===== src/rtl/uart_pkg.sv =====
// Shared UART definitions: FSM state encoding, default frame geometry and
// counter-width helper, common to the transmit and receive sides.
package uart_pkg;

  localparam int DEFAULT_FRAME_WIDTH  = 8;
  localparam int DEFAULT_CLKS_PER_BIT = 868;

  typedef enum logic [2:0] {
    IDLE,
    START,
    DATA,
    PARITY,
    STOP
  } uart_state_e;

  // Width needed to hold 0..n-1; never narrower than one bit.
  function automatic int unsigned cnt_width(input int unsigned n);
    return (n > 1) ? $clog2(n) : 1;
  endfunction

endpackage


===== src/rtl/tx_baud_counter.sv =====
// Bit-period timer: cnt_done marks the last clk cycle of each serial bit.
// With cnt_en low at that point the timer stops; otherwise it rolls into the next bit.
module tx_baud_counter
  import uart_pkg::*;
#(
  parameter int CLKS_PER_BIT = DEFAULT_CLKS_PER_BIT
) (
  input  logic clk,
  input  logic rst,
  input  logic cnt_load,
  input  logic cnt_en,
  output logic cnt_done,
  output logic cnt_busy
);

  localparam int unsigned W = cnt_width(CLKS_PER_BIT);
  localparam logic [W-1:0] LAST = W'(CLKS_PER_BIT - 1);

  logic [W-1:0] cnt_q, cnt_d;
  logic         busy_q, busy_d;

  assign cnt_done = busy_q && (cnt_q == LAST);
  assign cnt_busy = busy_q;

  always_comb begin
    cnt_d  = cnt_q;
    busy_d = busy_q;
    if (cnt_load) begin
      cnt_d  = '0;
      busy_d = 1'b1;
    end else if (cnt_done) begin
      cnt_d  = '0;
      busy_d = cnt_en;
    end else if (busy_q) begin
      cnt_d = cnt_q + 1'b1;
    end
  end

  always_ff @(posedge clk or negedge rst) begin
    if (!rst) begin
      cnt_q  <= '0;
      busy_q <= 1'b0;
    end else begin
      cnt_q  <= cnt_d;
      busy_q <= busy_d;
    end
  end

endmodule


===== src/rtl/uart_tx.sv =====
// UART transmitter: start bit, LSB-first data, optional parity, one stop bit.
// All outputs are registered; done pulses in the idle cycle after the stop bit.
module uart_tx
  import uart_pkg::*;
#(
  parameter int FRAME_WIDTH  = DEFAULT_FRAME_WIDTH,
  parameter int CLKS_PER_BIT = DEFAULT_CLKS_PER_BIT,
  parameter int PARITY_EN    = 0,
  parameter int PARITY_ODD   = 0
) (
  input  logic                   clk,
  input  logic                   rst,
  input  logic                   tx_en,
  input  logic                   tx_start,
  input  logic [FRAME_WIDTH-1:0] data,
  output logic                   tx,
  output logic                   busy,
  output logic                   done
);

  localparam int unsigned BW = $clog2(FRAME_WIDTH + 1);
  localparam logic [BW-1:0] LAST_BIT = BW'(FRAME_WIDTH);

  uart_state_e            state_q, state_d;
  logic [FRAME_WIDTH-1:0] shreg_q, shreg_d;
  logic [BW-1:0]          bitcnt_q, bitcnt_d;
  logic                   tx_q, tx_d;
  logic                   busy_q, busy_d;
  logic                   done_q, done_d;
  logic                   par_q, par_d;

  logic cnt_load, cnt_en, cnt_done, cnt_busy;
  logic accept, adv;

  tx_baud_counter #(
    .CLKS_PER_BIT(CLKS_PER_BIT)
  ) u_baud (
    .clk      (clk),
    .rst      (rst),
    .cnt_load (cnt_load),
    .cnt_en   (cnt_en),
    .cnt_done (cnt_done),
    .cnt_busy (cnt_busy)
  );

  assign accept = tx_en && tx_start && !busy_q;
  assign adv    = cnt_busy && cnt_done;

  // bitcnt holds the number of data bits already placed on the line.
  always_comb begin
    state_d  = state_q;
    shreg_d  = shreg_q;
    bitcnt_d = bitcnt_q;
    tx_d     = tx_q;
    busy_d   = busy_q;
    done_d   = 1'b0;
    par_d    = par_q;
    cnt_load = 1'b0;
    cnt_en   = (state_q != STOP);

    unique case (state_q)
      IDLE: begin
        tx_d = 1'b1;
        if (accept) begin
          state_d  = START;
          shreg_d  = data;
          par_d    = (^data) ^ (PARITY_ODD != 0);
          bitcnt_d = '0;
          tx_d     = 1'b0;
          busy_d   = 1'b1;
          cnt_load = 1'b1;
        end
      end
      START: begin
        if (adv) begin
          state_d  = DATA;
          tx_d     = shreg_q[0];
          shreg_d  = shreg_q >> 1;
          bitcnt_d = BW'(1);
        end
      end
      DATA: begin
        if (adv) begin
          if (bitcnt_q == LAST_BIT) begin
            if (PARITY_EN != 0) begin
              state_d = PARITY;
              tx_d    = par_q;
            end else begin
              state_d = STOP;
              tx_d    = 1'b1;
            end
          end else begin
            tx_d     = shreg_q[0];
            shreg_d  = shreg_q >> 1;
            bitcnt_d = bitcnt_q + 1'b1;
          end
        end
      end
      PARITY: begin
        if (adv) begin
          state_d = STOP;
          tx_d    = 1'b1;
        end
      end
      STOP: begin
        if (adv) begin
          state_d = IDLE;
          tx_d    = 1'b1;
          busy_d  = 1'b0;
          done_d  = 1'b1;
        end
      end
      default: begin
        state_d = IDLE;
        tx_d    = 1'b1;
        busy_d  = 1'b0;
      end
    endcase
  end

  always_ff @(posedge clk or negedge rst) begin
    if (!rst) begin
      state_q  <= IDLE;
      shreg_q  <= '0;
      bitcnt_q <= '0;
      tx_q     <= 1'b1;
      busy_q   <= 1'b0;
      done_q   <= 1'b0;
      par_q    <= 1'b0;
    end else begin
      state_q  <= state_d;
      shreg_q  <= shreg_d;
      bitcnt_q <= bitcnt_d;
      tx_q     <= tx_d;
      busy_q   <= busy_d;
      done_q   <= done_d;
      par_q    <= par_d;
    end
  end

  assign tx   = tx_q;
  assign busy = busy_q;
  assign done = done_q;

endmodule


===== config.mk =====
export PLATFORM = sky130hd
export DESIGN_NAME = uart_tx
export DESIGN_NICKNAME = d
export VERILOG_FILES = /design/src/rtl/uart_pkg.sv /design/src/rtl/tx_baud_counter.sv /design/src/rtl/uart_tx.sv
export SDC_FILE = /design/constraint.sdc
export NUM_CORES = 1
export LEC_CHECK = 0
export BUFFER_PORTS_ARGS = -buffer_cell sky130_fd_sc_hd__buf_4
export CAP_MARGIN = 10
export CORE_MARGIN = 1.5
export CORE_UTILIZATION = 58
export CTS_CLUSTER_DIAMETER = 40
export DETAILED_ROUTE_END_ITERATION = 10
export PLACE_DENSITY = 0.89
export SYNTH_ARGS = -nofsm -noshare
export SYNTH_HDL_FRONTEND = slang
export SYNTH_SLANG_ARGS = --single-unit

===== constraint.sdc =====
create_clock -name clk -period 1.8 [get_ports clk]
set_input_delay 0.09 -clock clk [delete_from_list [all_inputs] [get_ports clk]]
set_output_delay 0.09 -clock clk [all_outputs]
set_load 0.01 [all_outputs]

==> results of run 1 <==
## per-layer routing
layer / global-route usage [%] / share of wire (%) / vias up
met5: 0 / 0 / -
li1: - / - / 552
met3: 7.73 / 5.7 / 2
met2: 36.2 / 51 / 32
met1: 27.3 / 42 / 577
met4: 9.06 / 0.80 / 0
## flip-flops by register name (all words and copies together), names as in the netlist
name / flops
busy: 1
u_baud.cnt_busy: 1
shreg_q: 8
bitcnt_q: 4
state_q: 3
tx: 1
done: 1
u_baud.cnt_q: 10
## power by group
part	internal (uW)	leakage [uW]	switching, uW	total, uW
Combinational	16.5	0.000468	14.7	31.1
Clock	226	0.0000413	230	456
Sequential	651	0.000376	0	651
Total	894	0.000885	245	1140
## Yosys cell counts, types with 3 or more instances
library cell	instances
ha_1	3
xnor2_1	8
mux2_2	9
nand3_1	4
dfrtp_1	28
o21ai_0	4
a21oi_1	5
nand4_1	3
nand2_1	8
nor2_1	16
inv_1	8
buf_6	3
nor3_1	4
mux2_4	7
## path summary, 6_finish.rpt
path / startpoint / endpoint / slack, ns / cells after the start
max in group asynchronous: rst / tx / 1.29 / 2
min in group asynchronous: rst / busy / 0.20 / 2
setup / recovery: state_q[1] / shreg_q[0] / 0.06 / 5
hold reg to reg: tx / tx / 0.51 / 2
setup reg to reg: state_q[1] / shreg_q[0] / 0.06 / 5
hold / removal: data[7] / shreg_q[7] / 0.07 / 3
## cell families (layout without fill, tap and decap cells)
logic type | after synthesis | after routing | synth area share [%]
and+or+nand+nor | 48 | 48 | 16.0
DFF | 29 | 29 | 45.9
AOI/OAI and AO/OA | 21 | 21 | 10.1
muxes | 17 | 17 | 13.7
buffers and inverters | 15 | 42 | 5.37
xor gates and xnor gates | 11 | 11 | 6.56
adders and majority gates | 3 | 3 | 2.37
## stage by stage
step / utilization (%) / cells / hold WS (ns) / total power [uW]
floorplan: - / 144 / -0.206 / 664
global placement: 70.2 / 191 / 0.0254 / 694
detailed placement: 70.2 / 191 / 0.0304 / 695
CTS: 73.4 / 200 / 0.0769 / 1150
global route: 73.8 / 201 / 0.0905 / 1190
finish: 73.8 / 201 / 0.0721 / 1140
## cell type report
type | instances | share of cell area (%)
Tap cell | 30 | 2.02
Multi-Input combinational cell | 100 | 41.6
Timing Repair Buffer | 26 | 12.0
Inverter | 8 | 1.61
Clock buffer | 7 | 3.49
Clock inverter | 1 | 0.269
Sequential cell | 29 | 39.0
## what timing repair did
item                                   CTS  global route
buffers inserted                         0             1
setup endpoints to repair                0             6
endpoints found under the hold margin   29             0
hold buffers                             1             0
resized for setup                        0             1
## tightest hold or removal path, cell delays in order
cell,delay (ns)
buf_4,0.11
o21ai_0,0.09
o22ai_1,0.09
==> impl_metrics.env, run 1 <==
export IMPL_syn_avg_cell_area_um2=11.0
export IMPL_final_common_cell="dfrtp_1"
export IMPL_io_pin_count=15
export IMPL_clock_tree_root_cell="clkbuf_4"
export IMPL_routed_wl_um=3000
export IMPL_detailedPlace_worstSlack_ns=0.0762
export IMPL_ys_ff_latch=29
export IMPL_netlist_area_mm2=0.00158
export IMPL_initial_utilization_pct=62.8
export IMPL_drt_iter0_markers=27
export IMPL_drt_drc_violations_left=0
export IMPL_postSynth_topFlopCell="dfrtp_1"
export IMPL_dp_hpwl_um=2180
export IMPL_area_growth_pct=17.5
export IMPL_gr_usage_all_layers_pct=22.4
export IMPL_cts_sinks=29
export IMPL_timing_final_setup_violations=0
export IMPL_final_setup_tns_ns=0
export IMPL_synthesis_yosys_warnings=0
export IMPL_timing_fmax_ghz=0.574
export IMPL_tightestPinTransition_ns=0.360
export IMPL_final_hold_violation_count=0
export IMPL_setup_worst_path_start_class="flop"
export IMPL_async_reset_ff_share_pct=100
export IMPL_share_of_the_synthesized_area_in_the_top_cell_type_pct=44.2
export IMPL_synth_nets=159
export IMPL_synth_area_leader_cell="dfrtp_1"
export IMPL_first_pass_grt_wire_length_um=5230
export IMPL_power_density_mw_per_mm2=612
export IMPL_insertion_delay_ns=0.34
export IMPL_final_max_slew_violation_count=0
export IMPL_final_critical_path_setup_slack_ns=0.0577
export IMPL_worstPathRequired_ns=2.02
export IMPL_multiInputGateArea_um2=774
export IMPL_drv_cap=0
export IMPL_layout_cells_most_common_list="dfrtp_1 (28), buf_4 (23), nor2_1 (16)"
export IMPL_worstPathArrival_ns=1.96
export IMPL_insertedDiodeCount=0
export IMPL_fin_worst_skew_ns=0.0181
export IMPL_crit_type="flop to flop"
export IMPL_path_max_fanout=12
export IMPL_post_synth_main_area_contributors="dfrtp_1 (44%), mux2_4 (6.6%), mux2_2 (6.4%)"
export IMPL_finalCritPeriodShare_pct=96.8
export IMPL_fin_crit_ns=1.74
export IMPL_critPathSlowestCell="dfrtp_1"
export IMPL_tritoncts_num_buffers=5
export IMPL_number_of_synthesized_flops_with_an_enable_pin=0
export IMPL_detail_route_vias_per_cell=5.79
export IMPL_die_w_um=55.3
export IMPL_clk_transition_reported_paths_ns=0.10
export IMPL_synth_cell_type_count=43
export IMPL_numPortBuffers=14
export IMPL_tritoncts_clock_tree="built"
export IMPL_synth_sequential_area_ratio_pct=45.9
export IMPL_rsz0062_at_grt="no"
export IMPL_max_vdd_ir_drop_mv=0.538
export IMPL_crit_buf_inv=1
export IMPL_grt_antenna_before_repair=0
export IMPL_die_h_um=55.3
export IMPL_timing_critical_path_max_delay_family="flip-flops"
export IMPL_final_net_count=185
export IMPL_placeableCoreArea_mm2=0.00252
export IMPL_synth_cells=144
export IMPL_cts_max_level=2
export IMPL_register_area_um2=727
export IMPL_drt_first_pass_iters=4
export IMPL_cts_buffer_depth=2
export IMPL_static_leak_uw=0.000885
export IMPL_type_of_destination_of_the_critical_path="flop"
export IMPL_relSlewSlack_pct=76.0
export IMPL_n_fill_cell=177
export IMPL_first_global_vias=1153
export IMPL_detail_route_wl_per_cell_um=14.9
export IMPL_grt_overflow=0
export IMPL_final_cell_area_mm2=0.00186
export IMPL_gpl_final_weighted_congestion=0.792
export IMPL_antenna_left=0
export IMPL_worstHoldPathType="input port to flop"
export IMPL_maximum_number_of_pins_on_one_net_before_global_route_repair=30
export IMPL_place_area_mm2=0.00177
export IMPL_vias=1163
export IMPL_crit_chain="or2_4, o211ai_4, a21oi_4, buf_12, mux2_4"
export IMPL_floorplan_die_area_mm2=0.00305
export IMPL_share_of_post_route_cells_with_drive_strength_above_1_pct=35.1
export IMPL_run_status="finished clean"
export IMPL_max_stage_delay_ns=0.50
export IMPL_core_rowCount=18
No activity file was read; power rests on OpenSTA's default activity.
==> run 2: changes to the inputs <==
--- a/config.mk
+++ b/config.mk
@@ -5,12 +5,12 @@
 export SDC_FILE = /design/constraint.sdc
 export NUM_CORES = 1
 export LEC_CHECK = 0
-export BUFFER_PORTS_ARGS = -buffer_cell sky130_fd_sc_hd__buf_4
 export CAP_MARGIN = 10
 export CORE_MARGIN = 1.5
-export CORE_UTILIZATION = 58
+export CORE_UTILIZATION = 62
 export CTS_CLUSTER_DIAMETER = 40
 export DETAILED_ROUTE_END_ITERATION = 10
+export DONT_BUFFER_PORTS = 1
 export PLACE_DENSITY = 0.89
 export SYNTH_ARGS = -nofsm -noshare
 export SYNTH_HDL_FRONTEND = slang
==> impl_metrics.env, run 2 (same netlist as run 1, synthesis figures left out) <==
export IMPL_worstPathRequired_ns=2.03
export IMPL_dp_hpwl_um=2200
export IMPL_max_vdd_ir_drop_mv=0.620
export IMPL_timing_fmax_ghz=0.575
export IMPL_routed_wl_um=3060
export IMPL_r2r_slack_ns=0.06
export IMPL_initial_utilization_pct=64.5
export IMPL_crit_type="flop to flop"
export IMPL_final_core_util_pct=72.5
export IMPL_length_in_cells_of_the_worst_reg_to_reg_path=6
export IMPL_finish_cell_count_without_fillers=189
export IMPL_grt_overflow=0
export IMPL_share_of_post_route_cells_with_drive_strength_above_1_pct=29.6
export IMPL_timing_hold_worst_start="data[6]"
export IMPL_final_common_cell="dfrtp_1"
export IMPL_reg_top3="u_baud.cnt_q (10), shreg_q (8), bitcnt_q (4)"
export IMPL_die_h_um=53.5
export IMPL_top_register="u_baud.cnt_q"
export IMPL_gr_usage_all_layers_pct=25.8
export IMPL_layout_cells_most_common_list="dfrtp_1 (26), nor2_1 (16), mux2_2 (9), buf_4 (9)"
export IMPL_tightestPinTransition_ns=0.296
export IMPL_critPathSlowestCell="dfrtp_1"
export IMPL_largest_register_ff_count=10
export IMPL_floorplan_die_area_mm2=0.00287
export IMPL_drt_drc_violations_left=0
export IMPL_switching_power_uw=232
export IMPL_max_stage_delay_ns=0.40
export IMPL_gpl_final_weighted_congestion=0.815
export IMPL_type_of_destination_of_the_critical_path="flop"
export IMPL_static_leak_uw=0.000821
export IMPL_area_growth_pct=12.3
export IMPL_drv_cap=0
export IMPL_rsz0062_at_grt="no"
export IMPL_final_setup_tns_ns=0
export IMPL_timing_final_setup_violations=0
export IMPL_drt_iter0_markers=10
export IMPL_worstHoldPathType="input port to flop"
export IMPL_io_pin_count=15
export IMPL_regToRegEndpoint="shreg_q[4]"
export IMPL_final_net_count=173
export IMPL_grt_antenna_before_repair=0
export IMPL_detail_route_vias_per_cell=5.98
export IMPL_first_pass_grt_wire_length_um=5110
export IMPL_final_hold_violation_count=0
export IMPL_switching_share_of_power_pct=21.4
export IMPL_relSlewSlack_pct=80.0
export IMPL_n_fill_cell=167
export IMPL_cts_max_level=2
export IMPL_fin_worst_skew_ns=0.00821
export IMPL_seq_power_share_pct=60.1
export IMPL_insertedDiodeCount=0
export IMPL_antenna_left=0
export IMPL_fin_crit_ns=1.74
export IMPL_crit_chain="ha_1, and2_1, nand4_2, a21oi_4, buf_12, mux2_2"
export IMPL_setup_worst_path_start="u_baud.cnt_q[1]"
export IMPL_placeableCoreArea_mm2=0.00245
export IMPL_core_rowCount=18
export IMPL_first_global_vias=1149
export IMPL_tritoncts_num_buffers=5
export IMPL_insertion_delay_ns=0.34
export IMPL_cts_buffer_depth=2
export IMPL_timing_rr_start="u_baud.cnt_q[1]"
export IMPL_tritoncts_clock_tree="built"
export IMPL_detail_route_wl_per_cell_um=16.2
export IMPL_run_status="finished clean"
export IMPL_maximum_number_of_pins_on_one_net_before_global_route_repair=30
export IMPL_internal_power_uw=851
export IMPL_critical_path_endpoint="shreg_q[4]"
export IMPL_finalCritPeriodShare_pct=96.7
export IMPL_numPortBuffers=0
export IMPL_drt_first_pass_iters=4
export IMPL_die_w_um=53.5
export IMPL_path_max_fanout=12
export IMPL_final_max_slew_violation_count=0
export IMPL_cts_sinks=29
export IMPL_place_detailed_instances=177
export IMPL_power_density_mw_per_mm2=608
export IMPL_clk_transition_reported_paths_ns=0.09
export IMPL_clock_tree_root_cell="clkbuf_4"
export IMPL_combinationalPowerShare_pct=1.9
export IMPL_setup_worst_path_start_class="flop"
export IMPL_vias=1131
export IMPL_clockPowerShare_pct=37.9
export IMPL_worstPathArrival_ns=1.97
## run 2: how the worst min path moves through the flow
stage	slack (ns)	end	depth (start not counted)
floorplan	-0.21	bitcnt_q[0]	0
global placement	-0.20	u_baud.cnt_q[0]	0
detailed placement	-0.21	done	0
CTS	0.02	shreg_q[6]	2
global route	0.02	shreg_q[6]	2
finish	0.02	shreg_q[6]	2
## run 2: area by class of cell
type	count	area, um2	share of cell area, %
sequential	29	729	41.0
multi-input combinational	100	776	43.6
clock buffer	8	58.8	3.31
tap	30	37.5	2.11
timing repair buffer	14	148	8.30
inverter	8	30.0	1.69
## run 2: worst max-delay path: cells and delay by family, from the launching register on
family	cells	cell delay, ns
AOI/OAI and AO/OA	1	0.18
muxes	1	0.33
DFF	1	0.40
and+or+nand+nor	2	0.38
adders and majority gates	1	0.18
buffers and inverters	1	0.16
## run 2: power by group through the flow
| stage | clock network [uW] | logic [uW] | registers [uW] |
|---|---|---|---|
| after detailed placement | 0 | 0.222 | 664 |
| after floorplan | 0 | 0.222 | 664 |
| after CTS | 419 | 22.2 | 651 |
| after global routing | 455 | 24.3 | 651 |
| after global placement | 0 | 0.222 | 664 |
| final | 411 | 20.9 | 651 |
## run 2: timing repair
| item | in CTS | in global routing |
|---|---|---|
| resized for setup | 0 | 3 |
| buffers inserted | 0 | 1 |
| setup endpoints to repair | 0 | 9 |
| hold endpoints to repair | 30 | 0 |
| hold buffers | 3 | 0 |
## run 2: stage by stage
| stage | setup slack (ns) | hold WS [ns] | area [um2] | power (uW) |
|---|---|---|---|---|
| 2_1_floorplan | 0.152 | -0.206 | 1580 | 664 |
| 3_3_place_gp | 0.141 | -0.205 | 1670 | 664 |
| 3_5_place_dp | 0.0827 | -0.205 | 1670 | 664 |
| 4_1_cts | 0.0659 | 0.0190 | 1770 | 1090 |
| 5_1_grt | 0.000565 | 0.0170 | 1780 | 1130 |
| 6_report | 0.0602 | 0.0230 | 1780 | 1080 |
## run 2: per-layer routing
layer | up-vias | track usage [%] | share of wire, %
met2 | 30 | 43.2 | 50
met3 | 8 | 8.61 | 4.9
met1 | 565 | 30.4 | 43
met5 | - | 0 | 0
met4 | 0 | 10.7 | 2.0
li1 | 528 | - | -
==> run 3: changes to the inputs <==
--- a/config.mk
+++ b/config.mk
@@ -6,11 +6,13 @@
 export NUM_CORES = 1
 export LEC_CHECK = 0
 export CAP_MARGIN = 10
+export CORE_ASPECT_RATIO = 0.9
 export CORE_MARGIN = 1.5
 export CORE_UTILIZATION = 62
 export CTS_CLUSTER_DIAMETER = 40
 export DETAILED_ROUTE_END_ITERATION = 10
 export DONT_BUFFER_PORTS = 1
+export GPL_TIMING_DRIVEN = 0
 export PLACE_DENSITY = 0.89
 export SYNTH_ARGS = -nofsm -noshare
 export SYNTH_HDL_FRONTEND = slang
==> impl_metrics.env, run 3 (same netlist as run 1, synthesis figures left out) <==
export IMPL_run_status="finished clean"
export IMPL_drv_cap=0
export IMPL_io_pin_count=15
export IMPL_routed_wl_um=3150
export IMPL_relSlewSlack_pct=74.5
export IMPL_cts_buffer_depth=2
export IMPL_maximum_number_of_pins_on_one_net_before_global_route_repair=30
export IMPL_cts_sinks=29
export IMPL_final_hold_violation_count=0
export IMPL_final_max_slew_violation_count=0
export IMPL_drt_first_pass_iters=4
export IMPL_worstHoldPathType="input port to flop"
export IMPL_fin_worst_skew_ns=0.0111
export IMPL_largest_register_ff_count=10
export IMPL_die_h_um=51.0
export IMPL_tightestPinTransition_ns=0.383
export IMPL_regToRegEndpoint="shreg_q[3]"
export IMPL_final_common_cell="dfrtp_1"
export IMPL_antenna_left=0
export IMPL_final_net_count=172
export IMPL_clockPowerShare_pct=36.5
export IMPL_core_rowCount=17
export IMPL_final_setup_tns_ns=0
export IMPL_power_density_mw_per_mm2=598
export IMPL_rsz0062_at_grt="yes"
export IMPL_drt_iter0_markers=30
export IMPL_floorplan_die_area_mm2=0.00287
export IMPL_insertedDiodeCount=0
export IMPL_clk_transition_reported_paths_ns=0.10
export IMPL_final_core_util_pct=72.3
export IMPL_timing_rr_start="u_baud.cnt_q[4]"
export IMPL_gr_usage_all_layers_pct=25.1
export IMPL_detail_route_vias_per_cell=6.18
export IMPL_worstPathRequired_ns=2.03
export IMPL_timing_hold_worst_endpoint="shreg_q[4]"
export IMPL_finalCritPeriodShare_pct=97.2
export IMPL_final_critical_path_setup_slack_ns=0.0503
export IMPL_tritoncts_num_buffers=5
export IMPL_place_area_mm2=0.00162
export IMPL_crit_type="flop to flop"
export IMPL_switching_power_uw=251
export IMPL_grt_overflow=0
export IMPL_layout_cells_most_common_list="dfrtp_1 (25), nor2_1 (15), mux2_2 (9)"
export IMPL_switching_share_of_power_pct=23.7
export IMPL_final_cell_area_mm2=0.00177
export IMPL_dp_hpwl_um=2150
export IMPL_first_pass_grt_wire_length_um=5260
export IMPL_timing_final_setup_violations=0
export IMPL_grt_antenna_before_repair=0
export IMPL_first_global_vias=1103
export IMPL_fin_crit_ns=1.75
export IMPL_hold_path_depth=2
export IMPL_max_vdd_ir_drop_mv=0.535
export IMPL_max_stage_delay_ns=0.45
export IMPL_reg_top3="u_baud.cnt_q (10), shreg_q (8), bitcnt_q (4)"
export IMPL_placeableCoreArea_mm2=0.00245
export IMPL_detailedPlace_worstSlack_ns=-0.0662
export IMPL_initial_utilization_pct=64.8
export IMPL_gpl_final_weighted_congestion=0.807
export IMPL_path_max_fanout=10
export IMPL_clock_tree_root_cell="clkbuf_4"
export IMPL_worstPathArrival_ns=1.98
export IMPL_vias=1149
export IMPL_cts_max_level=2
export IMPL_tritoncts_clock_tree="built"
export IMPL_setup_worst_path_start="u_baud.cnt_q[4]"
export IMPL_critPathSlowestCell="dfrtp_2"
export IMPL_type_of_destination_of_the_critical_path="flop"
export IMPL_combinationalPowerShare_pct=2.0
export IMPL_numPortBuffers=0
export IMPL_seq_power_share_pct=61.6
export IMPL_area_growth_pct=11.6
export IMPL_insertion_delay_ns=0.35
export IMPL_timing_fmax_ghz=0.572
export IMPL_detail_route_wl_per_cell_um=16.9
export IMPL_internal_power_uw=807
export IMPL_static_leak_uw=0.000823
export IMPL_drt_drc_violations_left=0
export IMPL_share_of_post_route_cells_with_drive_strength_above_1_pct=30.4
export IMPL_timing_hold_worst_start="data[4]"
export IMPL_top_register="u_baud.cnt_q"
export IMPL_length_in_cells_of_the_worst_reg_to_reg_path=5
export IMPL_hold_worst_slack_ns=0.0118
export IMPL_crit_chain="nor4_4, nand4_4, a21oi_4, buf_8, mux2_4"
export IMPL_die_w_um=56.3
export IMPL_r2r_slack_ns=0.05
export IMPL_setup_worst_path_start_class="flop"
run 3: cell count changes in the layout (fill, tap and decap cells not counted), sizes merged:
cell and change:
buf -2, clkinv +2, clkbuf -1
run 3: critical path, delay by kind of cell, from the launching register on:
family,cells,cell delay (ns)
AOI/OAI and AO/OA,1,0.19
and+or+nand+nor,2,0.51
DFF,1,0.45
muxes,1,0.31
buffers and inverters,1,0.17
run 3: repair_timing:
action,4_1_cts,5_1_grt
gates resized for setup,4,5
hold buffers,3,0
buffers inserted,1,2
pin swaps,1,3
cloned,0,0
endpoints found under the setup margin,7,16
hold endpoints to repair,30,0
run 3: how the worst max path moves through the flow:
stage | to | slack (ns) | depth (start not counted)
final | shreg_q[3] | 0.05 | 5
after global routing | shreg_q[3] | -0.01 | 5
after CTS | shreg_q[3] | 0.005 | 5
after detailed placement | shreg_q[3] | -0.07 | 5
after global placement | bitcnt_q[1] | -0.01 | 6
after floorplan | bitcnt_q[0] | 0.15 | 5
run 3: power groups by stage:
stage / clock (uW) / sequential [uW] / combinational (uW)
floorplan: 0 / 664 / 0.222
global placement: 0 / 664 / 0.222
detailed placement: 0 / 664 / 0.222
CTS: 391 / 651 / 21.8
global route: 410 / 651 / 24.1
finish: 386 / 651 / 20.7
run 3: cell type report:
class / count / area, um2
clock buffers: 6 / 41.3
clock inverters: 2 / 10.0
repair buffers: 6 / 62.6
multi-input cells: 100 / 800
fillers: 173 / 678
plain buffers: 7 / 58.8
inverters: 8 / 30.0
flip-flops and latches: 29 / 731
well taps: 28 / 35.0
run 3: per-layer routing:
metal  up-vias  track usage [%]  part of all wire, %
met5         -                0                    0
met4         0             16.3                  2.4
met2        41             38.4                   48
met1       575             32.0                   44
li1        525                -                    -
met3         8             6.08                  5.3
run 3: per-stage QoR:
stage,total power (uW),instances
finish,1060,186
global placement,664,172
detailed placement,664,172
floorplan,664,144
CTS,1060,184
global route,1090,186
